**src/rtl/z88_mem_pkg.sv**
```systemverilog
// Shared types for the Z88 SRAM slot scheduler.
// Includes the owner encoding, the slot phases and the byte-lane helpers.
package z88_mem_pkg;

    typedef enum logic [1:0] {
        OWN_NONE = 2'd0,
        OWN_CPU  = 2'd1,
        OWN_LCD  = 2'd2,
        OWN_HST  = 2'd3
    } owner_e;

    typedef enum logic [1:0] {
        PH_P0 = 2'd0,
        PH_P1 = 2'd1,
        PH_P2 = 2'd2,
        PH_P3 = 2'd3
    } phase_e;

    // Odd byte addresses live in the upper half of the 16-bit SRAM word.
    function automatic logic [7:0] lane_byte(input logic [15:0] word, input logic odd_byte);
        return odd_byte ? word[15:8] : word[7:0];
    endfunction

    function automatic logic [1:0] lane_be_n(input logic odd_byte);
        return odd_byte ? 2'b01 : 2'b10;
    endfunction

endpackage

```
**src/rtl/z88_mem_arb_pick.sv**
```systemverilog
// Combinational slot-owner selection for the Z88 SRAM scheduler.
// A requester that is being acked this cycle cannot win the new slot.
module z88_mem_arb_pick
    import z88_mem_pkg::*;
(
    input  logic   cpu_req,
    input  logic   lcd_req,
    input  logic   hst_req,
    input  logic   cpu_ack,
    input  logic   lcd_ack,
    input  logic   hst_ack,
    input  logic   slot_odd,
    input  logic   starve,
    output owner_e owner
);

    logic   cpu_ok;
    logic   lcd_ok;
    logic   hst_ok;
    logic   pref_ok;
    logic   other_ok;
    owner_e pref_own;
    owner_e other_own;

    // A starved host may only displace the non-preferred requester.
    always_comb begin
        cpu_ok    = cpu_req & ~cpu_ack;
        lcd_ok    = lcd_req & ~lcd_ack;
        hst_ok    = hst_req & ~hst_ack;
        pref_own  = slot_odd ? OWN_LCD : OWN_CPU;
        other_own = slot_odd ? OWN_CPU : OWN_LCD;
        pref_ok   = slot_odd ? lcd_ok : cpu_ok;
        other_ok  = slot_odd ? cpu_ok : lcd_ok;
        owner     = OWN_NONE;
        if (pref_ok)
            owner = pref_own;
        else if (starve && hst_ok)
            owner = OWN_HST;
        else if (other_ok)
            owner = other_own;
        else if (hst_ok)
            owner = OWN_HST;
    end

endmodule

```
**src/rtl/z88_mem_sched.sv**
```systemverilog
// Four-clock time-slotted scheduler sharing the 16-bit SRAM between the CPU, LCD and host.
// The owner is picked in P0, the SRAM is strobed during P1-P3, and the ack is issued in the next P0.
module z88_mem_sched
    import z88_mem_pkg::*;
#(
    parameter int ADDR_W     = 19,
    parameter int STARVE_LIM = 8
) (
    input  logic              clk,
    input  logic              rst,
    input  logic              cpu_req,
    input  logic              cpu_we,
    input  logic [ADDR_W-1:0] cpu_addr,
    input  logic [7:0]        cpu_wdata,
    output logic              cpu_ack,
    output logic [7:0]        cpu_rdata,
    input  logic              lcd_req,
    input  logic [ADDR_W-1:0] lcd_addr,
    output logic              lcd_ack,
    output logic [7:0]        lcd_rdata,
    input  logic              hst_req,
    input  logic              hst_we,
    input  logic [ADDR_W-1:0] hst_addr,
    input  logic [7:0]        hst_wdata,
    output logic              hst_ack,
    output logic [7:0]        hst_rdata,
    output logic [1:0]        slot_ph,
    output logic              slot_odd,
    output logic              ram_ce_n,
    output logic              ram_oe_n,
    output logic              ram_we_n,
    output logic [1:0]        ram_be_n,
    output logic [ADDR_W-1:0] ram_addr,
    output logic [15:0]       ram_wdata,
    input  logic [15:0]       ram_rdata
);

    localparam int                CNT_W      = (STARVE_LIM < 1) ? 1 : $clog2(STARVE_LIM + 1);
    localparam logic [CNT_W-1:0] STARVE_MAX = CNT_W'(STARVE_LIM);

    phase_e            ph;
    phase_e            ph_next;
    owner_e            pick;
    owner_e            own;
    logic              own_we;
    logic              own_odd;
    logic [CNT_W-1:0]  starve_cnt;
    logic              starve;
    logic [ADDR_W-1:0] pick_addr;
    logic              pick_we;
    logic [7:0]        pick_wdata;

    assign slot_ph = ph;
    assign starve  = (starve_cnt >= STARVE_MAX);

    z88_mem_arb_pick u_pick (
        .cpu_req  (cpu_req),
        .lcd_req  (lcd_req),
        .hst_req  (hst_req),
        .cpu_ack  (cpu_ack),
        .lcd_ack  (lcd_ack),
        .hst_ack  (hst_ack),
        .slot_odd (slot_odd),
        .starve   (starve),
        .owner    (pick)
    );

    always_ff @(posedge clk) begin
        if (rst)
            ph <= PH_P0;
        else
            ph <= ph_next;
    end

    always_comb begin
        ph_next = PH_P0;
        unique case (ph)
            PH_P0: ph_next = PH_P1;
            PH_P1: ph_next = PH_P2;
            PH_P2: ph_next = PH_P3;
            PH_P3: ph_next = PH_P0;
        endcase
    end

    always_comb begin
        pick_addr  = '0;
        pick_we    = 1'b0;
        pick_wdata = '0;
        case (pick)
            OWN_CPU: begin
                pick_addr  = cpu_addr;
                pick_we    = cpu_we;
                pick_wdata = cpu_wdata;
            end
            OWN_LCD: pick_addr = lcd_addr;
            OWN_HST: begin
                pick_addr  = hst_addr;
                pick_we    = hst_we;
                pick_wdata = hst_wdata;
            end
            default: ;
        endcase
    end

    // Write strobe is released one phase early so address and data stay stable past its rising edge.
    always_ff @(posedge clk) begin
        if (rst) begin
            slot_odd   <= 1'b0;
            own        <= OWN_NONE;
            own_we     <= 1'b0;
            own_odd    <= 1'b0;
            starve_cnt <= '0;
            ram_ce_n   <= 1'b1;
            ram_oe_n   <= 1'b1;
            ram_we_n   <= 1'b1;
            ram_be_n   <= 2'b11;
            ram_addr   <= '0;
            ram_wdata  <= '0;
            cpu_ack    <= 1'b0;
            lcd_ack    <= 1'b0;
            hst_ack    <= 1'b0;
            cpu_rdata  <= '0;
            lcd_rdata  <= '0;
            hst_rdata  <= '0;
        end else begin
            cpu_ack <= 1'b0;
            lcd_ack <= 1'b0;
            hst_ack <= 1'b0;
            unique case (ph)
                PH_P0: begin
                    own     <= pick;
                    own_we  <= pick_we;
                    own_odd <= pick_addr[0];
                    if (pick == OWN_HST)
                        starve_cnt <= '0;
                    else if (hst_req && starve_cnt != STARVE_MAX)
                        starve_cnt <= starve_cnt + 1'b1;
                    if (pick != OWN_NONE) begin
                        ram_ce_n  <= 1'b0;
                        ram_oe_n  <= pick_we;
                        ram_we_n  <= ~pick_we;
                        ram_be_n  <= lane_be_n(pick_addr[0]);
                        ram_addr  <= {1'b0, pick_addr[ADDR_W-1:1]};
                        ram_wdata <= {pick_wdata, pick_wdata};
                    end
                end
                PH_P1: ;
                PH_P2: ram_we_n <= 1'b1;
                PH_P3: begin
                    slot_odd <= ~slot_odd;
                    ram_ce_n <= 1'b1;
                    ram_oe_n <= 1'b1;
                    ram_be_n <= 2'b11;
                    case (own)
                        OWN_CPU: begin
                            cpu_ack <= 1'b1;
                            if (!own_we)
                                cpu_rdata <= lane_byte(ram_rdata, own_odd);
                        end
                        OWN_LCD: begin
                            lcd_ack   <= 1'b1;
                            lcd_rdata <= lane_byte(ram_rdata, own_odd);
                        end
                        OWN_HST: begin
                            hst_ack <= 1'b1;
                            if (!own_we)
                                hst_rdata <= lane_byte(ram_rdata, own_odd);
                        end
                        default: ;
                    endcase
                end
            endcase
        end
    end

endmodule

```
**config.mk**
```make
export PLATFORM = sky130hd
export DESIGN_NAME = z88_mem_sched
export DESIGN_NICKNAME = d
export VERILOG_FILES = /design/src/rtl/z88_mem_pkg.sv /design/src/rtl/z88_mem_arb_pick.sv /design/src/rtl/z88_mem_sched.sv
export SDC_FILE = /design/constraint.sdc
export NUM_CORES = 1
export LEC_CHECK = 0
export CORE_MARGIN = 1.5
export CORE_UTILIZATION = 36
export DETAILED_ROUTE_END_ITERATION = 10
export PLACE_DENSITY_LB_ADDON = 0.08
export SLEW_MARGIN = 10
export SYNTH_ARGS = -nofsm -noshare
export SYNTH_HDL_FRONTEND = slang
export SYNTH_HIERARCHICAL = 1
export SYNTH_SLANG_ARGS = --single-unit
```
**constraint.sdc**
```tcl
create_clock -name clk -period 1.7 [get_ports clk]
set_input_delay 0.17 -clock clk [delete_from_list [all_inputs] [get_ports clk]]
set_output_delay 0.17 -clock clk [all_outputs]
set_load 0.01 [all_outputs]
```
==> impl_metrics.json <==
{
  "dpl.hpwl_um": 7234,
  "setup.worst_path.start_class": "flop",
  "skew_ns": 0.006450,
  "min_period_over_period_pct": 104.7,
  "layout.nets": 643,
  "p_leak_nw": 2.038,
  "ys_seq_elements": 69,
  "die_y_um": 98.77,
  "avgSynthCellArea_um2": 8.805,
  "grt_pass1_vias": 3295,
  "p_comb_share_pct": 40.6,
  "fillers": 774,
  "power.total_w": 0.005441,
  "finalSetupViolCount": 24,
  "syn2layout_area_growth_pct": 66.20,
  "ys_seq_area_share_pct": 41.83,
  "overflow": 0,
  "required_ns": 1.95,
  "final-max-slew-violation-count": 0,
  "syn_area_mm2": 0.003302,
  "cts_tree": "done",
  "vdd_drop_max_uv": 578.3,
  "cts_root_buf": "clkbuf_8",
  "numCtsBuffers": 9,
  "drive_gt1_share_pct": 13.92,
  "most-common-layout-cells": "163 x clkdlybuf4s50_1, 69 x nor2_1, 66 x dfxtp_1",
  "start_util_pct": 37.50,
  "io_pins": 166,
  "setup_slack_ns": -0.07950,
  "synth_edf_count": 0,
  "async_reset_ff_share_pct": 0,
  "violations": "DRC, setup timing",
  "cts.sinks": 69,
  "fmax_mhz": 562.0,
  "numPortBuffers": 164,
  "clkPwrFrac_pct": 22.4,
  "post-place-ws_ns": -0.4448,
  "path_clk_slew_ns": 0.08,
  "first_iter_violations": 105,
  "grt_pass1_wl_um": 15780,
  "clockBufferDepth": 2,
  "cts_hold_buf": 0,
  "layout_min_cycle_time_ns": 1.779,
  "synth_cell_types": 47,
  "cap_violations": 0,
  "hold_viol": 0,
  "die_x_um": 98.77,
  "drt_wl_total_um": 9787,
  "fp.dieArea_mm2": 0.009756,
  "ys_warn_count": 6,
  "final_common_cell": "clkdlybuf4s50_1",
  "htree_levels": 3,
  "path_class": "flop to flop",
  "via_count": 3240,
  "grtUsageTotal_pct": 20.45,
  "pwr-share-seq_pct": 37.0,
  "status": "finished with violations",
  "grt_max_degree": 22,
  "rsz0062_at_grt": "yes",
  "grt_antenna_before_repair": 0,
  "post-route-drc-count": 16,
  "syn_inst": 375,
  "worstSetupEndpointType": "flop",
  "gp_congestion": 0.7802,
  "route.detailed.wl_per_inst_um": 14.96,
  "power_density_mw_per_mm2": 991.5,
  "fin_hold_ws_ns": 0.2640,
  "antenna_cells": 0,
  "clk_latency_ns": 0.34,
  "switching_power_w": 0.001782,
  "fin_tns_setup_ns": -0.8492,
  "sw_frac_of_total_pct": 32.75,
  "synth_nets": 477,
  "cp.arrival_ns": 2.03,
  "ant_nets": 0,
  "row_count": 34,
  "min_path_type": "primary input to flop",
  "core_mm2": 0.008806,
  "dr.pass1.iters": 7,
  "yosys_most_used_dff": "dfxtp_1",
  "internal-power_w": 0.003659,
  "viasPerCell": 4.954,
  "crit_path_max_fanout": 19
}
Yosys cell counts (2+ instances only):
cell      count  area, um^2
buf_4        13       97.59
o21ai_1       3       15.01
nor2_1       71       266.5
buf_2         5       25.02
dfxtp_1      69        1381
nor2b_1       4       25.02
ha_1          6       75.07
o21ai_0      18       90.09
o21bai_1      2       15.01
a211oi_2      4       50.05
mux2i_1      38       380.4
clkbuf_1     14       52.55
nor4b_1       3       26.28
a21oi_1      15       75.07
inv_1         7       26.28
buf_6         2       22.52
a211oi_1     40       300.3
nand2b_1      6       37.54
nand2_1      22       82.58
nand3_1       3       15.01
clkbuf_2      2       10.01
xor2_1        2       17.52
buf_1         2       7.510
power groups by stage:
| stage | registers (W) | clock network (W) | logic (W) |
|---|---|---|---|
| global route | 0.00205 | 0.00132 | 0.00239 |
| finish | 0.00201 | 0.00122 | 0.00221 |
| global placement | 0.00204 | 0 | 0.00209 |
| detailed placement | 0.00205 | 0 | 0.00213 |
| CTS | 0.00201 | 0.00126 | 0.00219 |
| floorplan | 0.00212 | 0 | 0.000984 |
per-layer routing:
metal	global-route usage [%]	routed length [um]
met5	0	0
met4	5.275	113
met3	4.681	730
met2	36.34	4683
met1	24.90	4260
path summary, 6_finish.rpt:
| check | from | endpoint | slack [ns] | depth (start not counted) |
|---|---|---|---|---|
| max | hst_ack | ram_addr[15] | -0.08 | 8 |
| min | rst | cpu_rdata[1] | 0.26 | 2 |
| max reg2reg | hst_ack | ram_addr[15] | -0.08 | 8 |
| min reg2reg | ram_addr[13] | ram_addr[13] | 0.50 | 2 |
flip-flops by register name, indices dropped and copies added (netlist names), 2 cells and up:
signal,cells
starve_cnt,4
hst_rdata,8
own,2
ram_wdata,8
slot_ph,2
ram_addr,18
cpu_rdata,8
ram_be_n,2
lcd_rdata,8
logic make-up after synthesis:
logic type / after synthesis / share of synthesized area, %
muxes: 38 / 11.52
DFF: 69 / 41.83
buffers and inverters: 46 / 7.427
AOI/OAI and AO/OA: 90 / 18.61
xor gates and xnor gates: 3 / 0.7959
and+or+nand+nor: 122 / 17.43
other: 1 / 0.1136
adders and majority gates: 6 / 2.274
what timing repair did:
item	4_1_cts	5_1_grt
gates resized for setup	22	13
pin swaps	13	5
setup buffers	0	1
endpoints found under the setup margin	25	35
gates cloned	1	0
worst max-delay path, cell delays in order (launching register included):
cell	delay, ns
dfxtp_2	0.32
nand2b_4	0.13
o21bai_4	0.17
a21oi_4	0.24
buf_12	0.16
o21a_1	0.19
buf_12	0.17
nor2_1	0.06
a211oi_1	0.23
area by class of cell:
cell class              count  area (um^2)  area share, %
flip-flops and latches     69         1385          25.24
inverters                   8        30.03         0.5472
clock buffers              13        158.9          2.896
clock inverters             3        20.02         0.3648
multi-input cells         260         1773          32.31
repair buffers            193         1986          36.18
well taps                 108        135.1          2.462
through the flow:
stage	cells	area, um^2	util [%]
2_1_floorplan	375	3308	-
3_3_place_gp	636	5167	58.68
3_5_place_dp	636	5167	58.68
4_1_cts	653	5445	61.84
5_1_grt	654	5488	62.32
6_report	654	5488	62.32
Note: power is estimated with default switching activity, not from simulation.
